$ cat src/rtl/fetch_queue_unit_if.sv
`default_nettype none
// ============================================================================
// Module   : fetch_queue_unit_if
// Brief    : Instruction-memory request/ack bus and decode valid/ready bus
//            of the fetch front end.
// Revision : 1.0 - initial release
// ============================================================================
interface fetch_queue_unit_if #(
   parameter int WIDTH = 16
);
   logic             imem_req;
   logic [WIDTH-1:0] imem_addr;
   logic             imem_ack;
   logic [WIDTH-1:0] imem_rdata;
   logic             dec_valid;
   logic [WIDTH-1:0] dec_instr;
   logic [WIDTH-1:0] dec_pc_inc;
   logic             dec_ready;

   // master = fetch unit; slave = instruction memory plus decode stage
   modport master (
      output imem_req, imem_addr, dec_valid, dec_instr, dec_pc_inc,
      input  imem_ack, imem_rdata, dec_ready
   );
   modport slave (
      input  imem_req, imem_addr, dec_valid, dec_instr, dec_pc_inc,
      output imem_ack, imem_rdata, dec_ready
   );
endinterface
`default_nettype wire

$ cat src/rtl/fetch_queue_unit.sv
`default_nettype none
// ============================================================================
// Module   : fetch_queue_unit
// Brief    : Fetch front end: one outstanding imem request, DEPTH-entry
//            instruction queue to decode, redirect flush and HALT parking.
//            Optional macro FETCH_PERF_EN builds the stall/flush counters.
// Revision : 1.0 - initial release
// ============================================================================
module fetch_queue_unit #(
   parameter int               WIDTH    = 16,
   parameter int               DEPTH    = 4,
   parameter logic [WIDTH-1:0] RESET_PC = '0,
   parameter logic [WIDTH-1:0] PC_STEP  = WIDTH'(2)
) (
   input  logic                 clk,
   input  logic                 rst,
   fetch_queue_unit_if.master   bus,
   input  logic                 redirect,
   input  logic [WIDTH-1:0]     redirect_pc,
   input  logic                 halt,
   output logic                 err,
   output logic [31:0]          perf_stall,
   output logic [31:0]          perf_flush
);

   localparam int                 c_ptr_w = $clog2(DEPTH);
   localparam int                 c_cnt_w = c_ptr_w + 1;
   localparam logic [c_cnt_w-1:0] c_depth = c_cnt_w'(DEPTH);

   typedef enum logic [2:0] {
      S_IDLE    = 3'd0,
      S_REQ     = 3'd1,
      S_WAIT    = 3'd2,
      S_DISCARD = 3'd3,
      S_HALT    = 3'd4
   } state_t;

   state_t             r_state;
   logic [WIDTH-1:0]   r_fetch_pc;
   logic [c_cnt_w-1:0] r_count;
   logic [c_ptr_w-1:0] r_wr_ptr;
   logic [c_ptr_w-1:0] r_rd_ptr;
   logic [WIDTH-1:0]   r_instr_q [DEPTH];
   logic [WIDTH-1:0]   r_pcinc_q [DEPTH];
   logic               r_err;

   logic               w_redirect;
   logic               w_req;
   logic               w_push;
   logic               w_pop;
   logic [WIDTH-1:0]   w_pc_next;

   // redirect outranks ack, pop and halt; it is ignored only in S_IDLE
   assign w_redirect = redirect & (r_state != S_IDLE);
   assign w_req      = (r_state == S_REQ) & (r_count < c_depth) & ~halt & ~redirect;
   assign w_push     = (r_state == S_WAIT) & bus.imem_ack & ~w_redirect;
   assign w_pop      = bus.dec_valid & bus.dec_ready & ~w_redirect;
   assign w_pc_next  = r_fetch_pc + PC_STEP;

   assign bus.imem_req   = w_req;
   assign bus.imem_addr  = r_fetch_pc;
   assign bus.dec_valid  = (r_count != '0);
   assign bus.dec_instr  = r_instr_q[r_rd_ptr];
   assign bus.dec_pc_inc = r_pcinc_q[r_rd_ptr];
   assign err            = r_err;

   always_ff @(posedge clk or negedge rst) begin
      if (!rst) begin
         r_state    <= S_IDLE;
         r_fetch_pc <= RESET_PC;
         r_count    <= '0;
         r_wr_ptr   <= '0;
         r_rd_ptr   <= '0;
         r_err      <= 1'b0;
         for (int i = 0; i < DEPTH; i++) begin
            r_instr_q[i] <= '0;
            r_pcinc_q[i] <= '0;
         end
      end else begin
         if (w_redirect) begin
            r_count    <= '0;
            r_wr_ptr   <= '0;
            r_rd_ptr   <= '0;
            r_fetch_pc <= {redirect_pc[WIDTH-1:1], 1'b0};
            if (redirect_pc[0]) begin
               r_err <= 1'b1;
            end
         end else begin
            if (w_push) begin
               r_instr_q[r_wr_ptr] <= bus.imem_rdata;
               r_pcinc_q[r_wr_ptr] <= w_pc_next;
               r_wr_ptr            <= r_wr_ptr + c_ptr_w'(1);
               r_fetch_pc          <= w_pc_next;
            end
            if (w_pop) begin
               r_rd_ptr <= r_rd_ptr + c_ptr_w'(1);
            end
            case ({w_push, w_pop})
               2'b10:   r_count <= r_count + c_cnt_w'(1);
               2'b01:   r_count <= r_count - c_cnt_w'(1);
               default: r_count <= r_count;
            endcase
         end

         case (r_state)
            S_IDLE: r_state <= S_REQ;
            S_REQ: begin
               if (w_redirect)  r_state <= S_REQ;
               else if (w_req)  r_state <= S_WAIT;
               else if (halt)   r_state <= S_HALT;
            end
            S_WAIT: begin
               // a redirect without the ack leaves one stale return to drop
               if (w_redirect)        r_state <= bus.imem_ack ? S_REQ : S_DISCARD;
               else if (bus.imem_ack) r_state <= halt ? S_HALT : S_REQ;
            end
            S_DISCARD: begin
               if (bus.imem_ack) r_state <= S_REQ;
            end
            S_HALT: begin
               if (w_redirect) r_state <= S_REQ;
            end
            default: r_state <= S_IDLE;
         endcase
      end
   end

`ifdef FETCH_PERF_EN
   logic [31:0] r_perf_stall;
   logic [31:0] r_perf_flush;

   always_ff @(posedge clk or negedge rst) begin
      if (!rst) begin
         r_perf_stall <= '0;
         r_perf_flush <= '0;
      end else begin
         if (bus.dec_ready & ~bus.dec_valid) begin
            r_perf_stall <= r_perf_stall + 32'd1;
         end
         if (w_redirect) begin
            r_perf_flush <= r_perf_flush + 32'd1;
         end
      end
   end

   assign perf_stall = r_perf_stall;
   assign perf_flush = r_perf_flush;
`else
   assign perf_stall = '0;
   assign perf_flush = '0;
`endif

endmodule
`default_nettype wire

$ cat src/flat_wrapper.sv
// flat-port wrapper written by rule: the top's interface ports become plain ports
module fetch_queue_unit_flat 
#(
   parameter int               WIDTH    = 16,
   parameter int               DEPTH    = 4,
   parameter logic [WIDTH-1:0] RESET_PC = '0,
   parameter logic [WIDTH-1:0] PC_STEP  = WIDTH'(2)
)
  (clk, rst, redirect, redirect_pc, halt, err, perf_stall, perf_flush, bus_imem_req, bus_imem_addr, bus_dec_valid, bus_dec_instr, bus_dec_pc_inc, bus_imem_ack, bus_imem_rdata, bus_dec_ready);
  fetch_queue_unit_if #(.WIDTH(WIDTH)) bus_i ();
  input  logic clk;
  input  logic rst;
  input  logic redirect;
  input  logic [WIDTH-1:0] redirect_pc;
  input  logic halt;
  output logic err;
  output logic [31:0] perf_stall;
  output logic [31:0] perf_flush;
  output wire logic [$bits(bus_i.imem_req)-1:0] bus_imem_req;
  output wire logic [$bits(bus_i.imem_addr)-1:0] bus_imem_addr;
  output wire logic [$bits(bus_i.dec_valid)-1:0] bus_dec_valid;
  output wire logic [$bits(bus_i.dec_instr)-1:0] bus_dec_instr;
  output wire logic [$bits(bus_i.dec_pc_inc)-1:0] bus_dec_pc_inc;
  input wire logic [$bits(bus_i.imem_ack)-1:0] bus_imem_ack;
  input wire logic [$bits(bus_i.imem_rdata)-1:0] bus_imem_rdata;
  input wire logic [$bits(bus_i.dec_ready)-1:0] bus_dec_ready;
  assign bus_imem_req = bus_i.imem_req;
  assign bus_imem_addr = bus_i.imem_addr;
  assign bus_dec_valid = bus_i.dec_valid;
  assign bus_dec_instr = bus_i.dec_instr;
  assign bus_dec_pc_inc = bus_i.dec_pc_inc;
  assign bus_i.imem_ack = bus_imem_ack;
  assign bus_i.imem_rdata = bus_imem_rdata;
  assign bus_i.dec_ready = bus_dec_ready;
  fetch_queue_unit #(.WIDTH(WIDTH), .DEPTH(DEPTH), .RESET_PC(RESET_PC), .PC_STEP(PC_STEP)) u_core (.clk(clk), .rst(rst), .bus(bus_i), .redirect(redirect), .redirect_pc(redirect_pc), .halt(halt), .err(err), .perf_stall(perf_stall), .perf_flush(perf_flush));
endmodule
$ cat config.mk
export PLATFORM = sky130hd
export DESIGN_NAME = fetch_queue_unit_flat
export DESIGN_NICKNAME = d
export VERILOG_FILES = /design/src/rtl/fetch_queue_unit_if.sv /design/src/rtl/fetch_queue_unit.sv /design/src/flat_wrapper.sv
export SDC_FILE = /design/constraint.sdc
export NUM_CORES = 1
export LEC_CHECK = 0
export ABC_AREA = 1
export CAP_MARGIN = 20
export CORE_ASPECT_RATIO = 1.75
export CORE_MARGIN = 2
export CORE_UTILIZATION = 54
export CTS_BUF_LIST = sky130_fd_sc_hd__clkbuf_4
export DETAILED_ROUTE_END_ITERATION = 8
export GPL_ROUTABILITY_DRIVEN = 0
export GPL_TIMING_DRIVEN = 1
export PLACE_DENSITY = 0.86
export SLEW_MARGIN = 20
export SYNTH_ARGS = -nofsm -noshare
export SYNTH_HDL_FRONTEND = slang
export SYNTH_SLANG_ARGS = --single-unit
$ cat constraint.sdc
create_clock -name clk -period 2.5 [get_ports clk]
set_input_delay 0.25 -clock clk [delete_from_list [all_inputs] [get_ports clk]]
set_output_delay 0.25 -clock clk [all_outputs]
set_load 0.01 [all_outputs]
==> metrics.md <==
| Metric | Value |
|---|---|
| Worst-path cell with the longest stage delay | clkdlybuf4s50_1 |
| Root buffer cell | clkbuf_4 |
| Post-synthesis sequential area ratio | 49.0% |
| Worst-path clk slew | 140 ps |
| Max-cap violation count | 0 |
| Fillers | 1193 |
| Num Clock Sinks | 150 |
| Mapped Cells | 967 |
| Detailed Place HPWL | 11.9 mm |
| Critical path launch point type | flip-flop |
| Initial antenna violation count | 1 |
| Total Die Area | 15200 um2 |
| Synth Flop Type | dfrtp_1 |
| Most common library cell in the layout ignoring fill and taps | nand2_1 |
| Nets | 1097 |
| Reg area | 3750 um2 |
| Post-synth EDFFs | 0 |
| Drt total wl | 17.7 mm |
| Top Ports | 153 |
| Total track usage | 24.5% |
| Period Utilization, post-route | 97.3% |
| Async SR Flop Fraction | 100% |
| LEAKAGE | 4.62 nW |
| Core ar. | 13900 um2 |
| H-tree depth | 4 |
| Power per cell area | 975 nW/um2 |
| Crit end category | output port |
| Total number of vias | 6501 |
| Clk Latency, worst-skew pair | 560 ps |
| Worst-Margin Slew | 555 ps |
| Detailed-route DRC error count | 0 |
| Final ANT Viol Nets | 0 |
| Worst clock skew | 15.9 ps |
| CP max FO | 26 |
| Most frequent cells in the layout | 316 x nand2_1, 149 x dfrtp_1, 147 x o21ai_0 |
| Synth cell types | 28 |
| Syn Area/Cell | 7.92 um2 |
| Status | finished clean |
| Non-Filler Instances | 1243 |
| Iteration-0 DRC count of the detailed router | 454 |
| Share of layout cells above drive strength 1 | 7.42% |
| Number of global-route vias before repair | 6238 |
| Multi-input logic area | 3180 um2 |
| Die H | 162 um |
| Hold WC Path Type | in2async |
| CP Data Required Time | 2250 ps |
| RSZ-0062 raised after global routing | no |
| WP data arrival | 2180 ps |
| Wirelength per Cell | 14.3 um |
| Netlist Area Pre-Place | 7660 um2 |
| Port Buffers | 86 |
| Starting Density | 55.1% |
| Clock Path Buffers | 2 |
| Grt ovf | 0 |
| CP Class | reg2out |
| Largest net degree at the start of global routing | 59 |
| Area Overhead vs Synth | 15.7% |
| Row count | 57 |
| Synth warnings | 0 |
| Slew Limit Fails | 0 |
| Critical-path cell list | inv_2 > buf_8 > o21ai_0 > o22ai_1 > clkdlybuf4s50_1 |
| Final min period | 2430 ps |
| Die Wd | 94.0 um |
| Drt first pass iters | 6 |
| Placed Cells incl. Taps | 1208 |
| First-pass GRT wire length | 29.3 mm |
| VDD IR max | 0.000748 V |
| #FFs+latches synth | 150 |
| Num CTS Buffers | 17 |
| Fin. Hold Viols | 0 |
| Slowest stage delay, CP | 560 ps |
| Setup TNS | 0 ps |
| Vias per Instance | 5.23 |
| TritonCTS clock tree | built |
| Max Fclk | 411 MHz |
| Slew HR | 63.0% |
| Final setup fails | 0 |
## synth_stat cells, types with 3 or more instances
master | number | share of area, %
nand2_1 | 316 | 15
dfrtp_1 | 150 | 49
o21ai_0 | 147 | 9.6
nor2_1 | 80 | 3.9
buf_4 | 66 | 6.5
inv_1 | 56 | 2.7
o22ai_1 | 31 | 2.5
nand3_1 | 27 | 1.8
clkbuf_1 | 21 | 1.0
buf_2 | 17 | 1.1
buf_6 | 8 | 1.2
xor2_1 | 7 | 0.80
ha_1 | 6 | 0.98
inv_2 | 6 | 0.29
nand4_1 | 5 | 0.41
nor2_4 | 5 | 0.74
o211ai_1 | 4 | 0.39
nor3_1 | 3 | 0.20
## power breakdown
part | switching [mW] | internal (mW)
Clock | 0.937 | 0.618
Combinational | 2.23 | 1.65
Sequential | 0.363 | 2.84
## critical path, delay by kind of cell, from the launching register on
family	cells	cell delay, ps
buffers and inverters	3	870
flip-flops	1	490
AO/OA/AOI/OAI	2	260
## metrics by stage
step	hold WS, ps	instance area (um2)	setup slack, ps	power [mW]	utilization (%)
after floorplan	-45.6	7900	406	5.39	-
after global placement	250	8510	457	7.13	61.2
after detailed placement	255	8510	348	7.22	61.2
after CTS	201	8830	-7.25	8.70	63.5
after global routing	220	8860	1.14	9.24	63.7
final	200	8860	67.2	8.63	63.7
## flip-flops by register name (all words and copies together), names as in the netlist
register / flops
u_core.err: 1
u_core.r_pcinc_q: 60
u_core.r_rd_ptr: 2
u_core.bus.imem_addr: 15
u_core.r_wr_ptr: 2
u_core.r_state: 3
u_core.r_instr_q: 64
u_core.r_count: 3
## cells by family (layout without fill, tap and decap cells)
kind of cell,after synthesis,in the layout,synth area share [%]
buffers and inverters,174,207,12.8
AND/OR/NAND/NOR,441,441,23.1
flip-flops,150,150,49.0
adder cells (fa/ha/maj),7,7,1.24
AO/OA/AOI/OAI,186,186,12.9
XOR/XNOR,8,8,0.915
other,1,67,0.0490
## metal layers
metal | wire, um | vias to the layer above | track usage [%]
met4 | 581 | 0 | 11.3
li1 | - | 3141 | -
met3 | 1090 | 44 | 4.15
met2 | 9200 | 278 | 42.4
met5 | 0 | - | 0
met1 | 6850 | 3038 | 29.4
## layout make-up
class / instances / share of cell area [%]
Inverter: 62 / 2.63
Multi-Input combinational cell: 708 / 35.9
Tap cell: 177 / 2.50
Timing Repair Buffer: 113 / 13.2
Clock buffer: 17 / 1.44
Antenna cell: 1 / 0.0283
Sequential cell: 150 / 42.4
Clock inverter: 15 / 1.94
## timing repair
item	4_1_cts	5_1_grt
endpoints found under the hold margin	54	0
pin swaps	2	0
setup buffers	1	0
endpoints found under the setup margin	28	8
hold buffers	1	0
gates resized for setup	19	8
## path summary, 6_finish.rpt
path                            cells after the start                                   to                        startpoint  slack (ps)
worst max-delay path                                5                   bus_dec_pc_inc[14]    u_core.r_rd_ptr[0]$_DFFE_PN0P_          70
worst min-delay path                                2      u_core.r_instr_q[3]$_DFFE_PN0P_                               rst         200
worst max register to register                     11        u_core.r_count[1]$_DFFE_PN0P_     u_core.r_state[0]$_DFFE_PN0P_         500
worst min register to register                      2     u_core.r_pcinc_q[35]$_DFFE_PN0P_  u_core.r_pcinc_q[35]$_DFFE_PN0P_         480
max in group asynchronous                           3     u_core.r_pcinc_q[40]$_DFFE_PN0P_                               rst        1560
min in group clk                                    3  u_core.bus.imem_addr[3]$_DFFE_PN0P_                    redirect_pc[3]         230
Note: power is estimated with default switching activity, not from simulation.
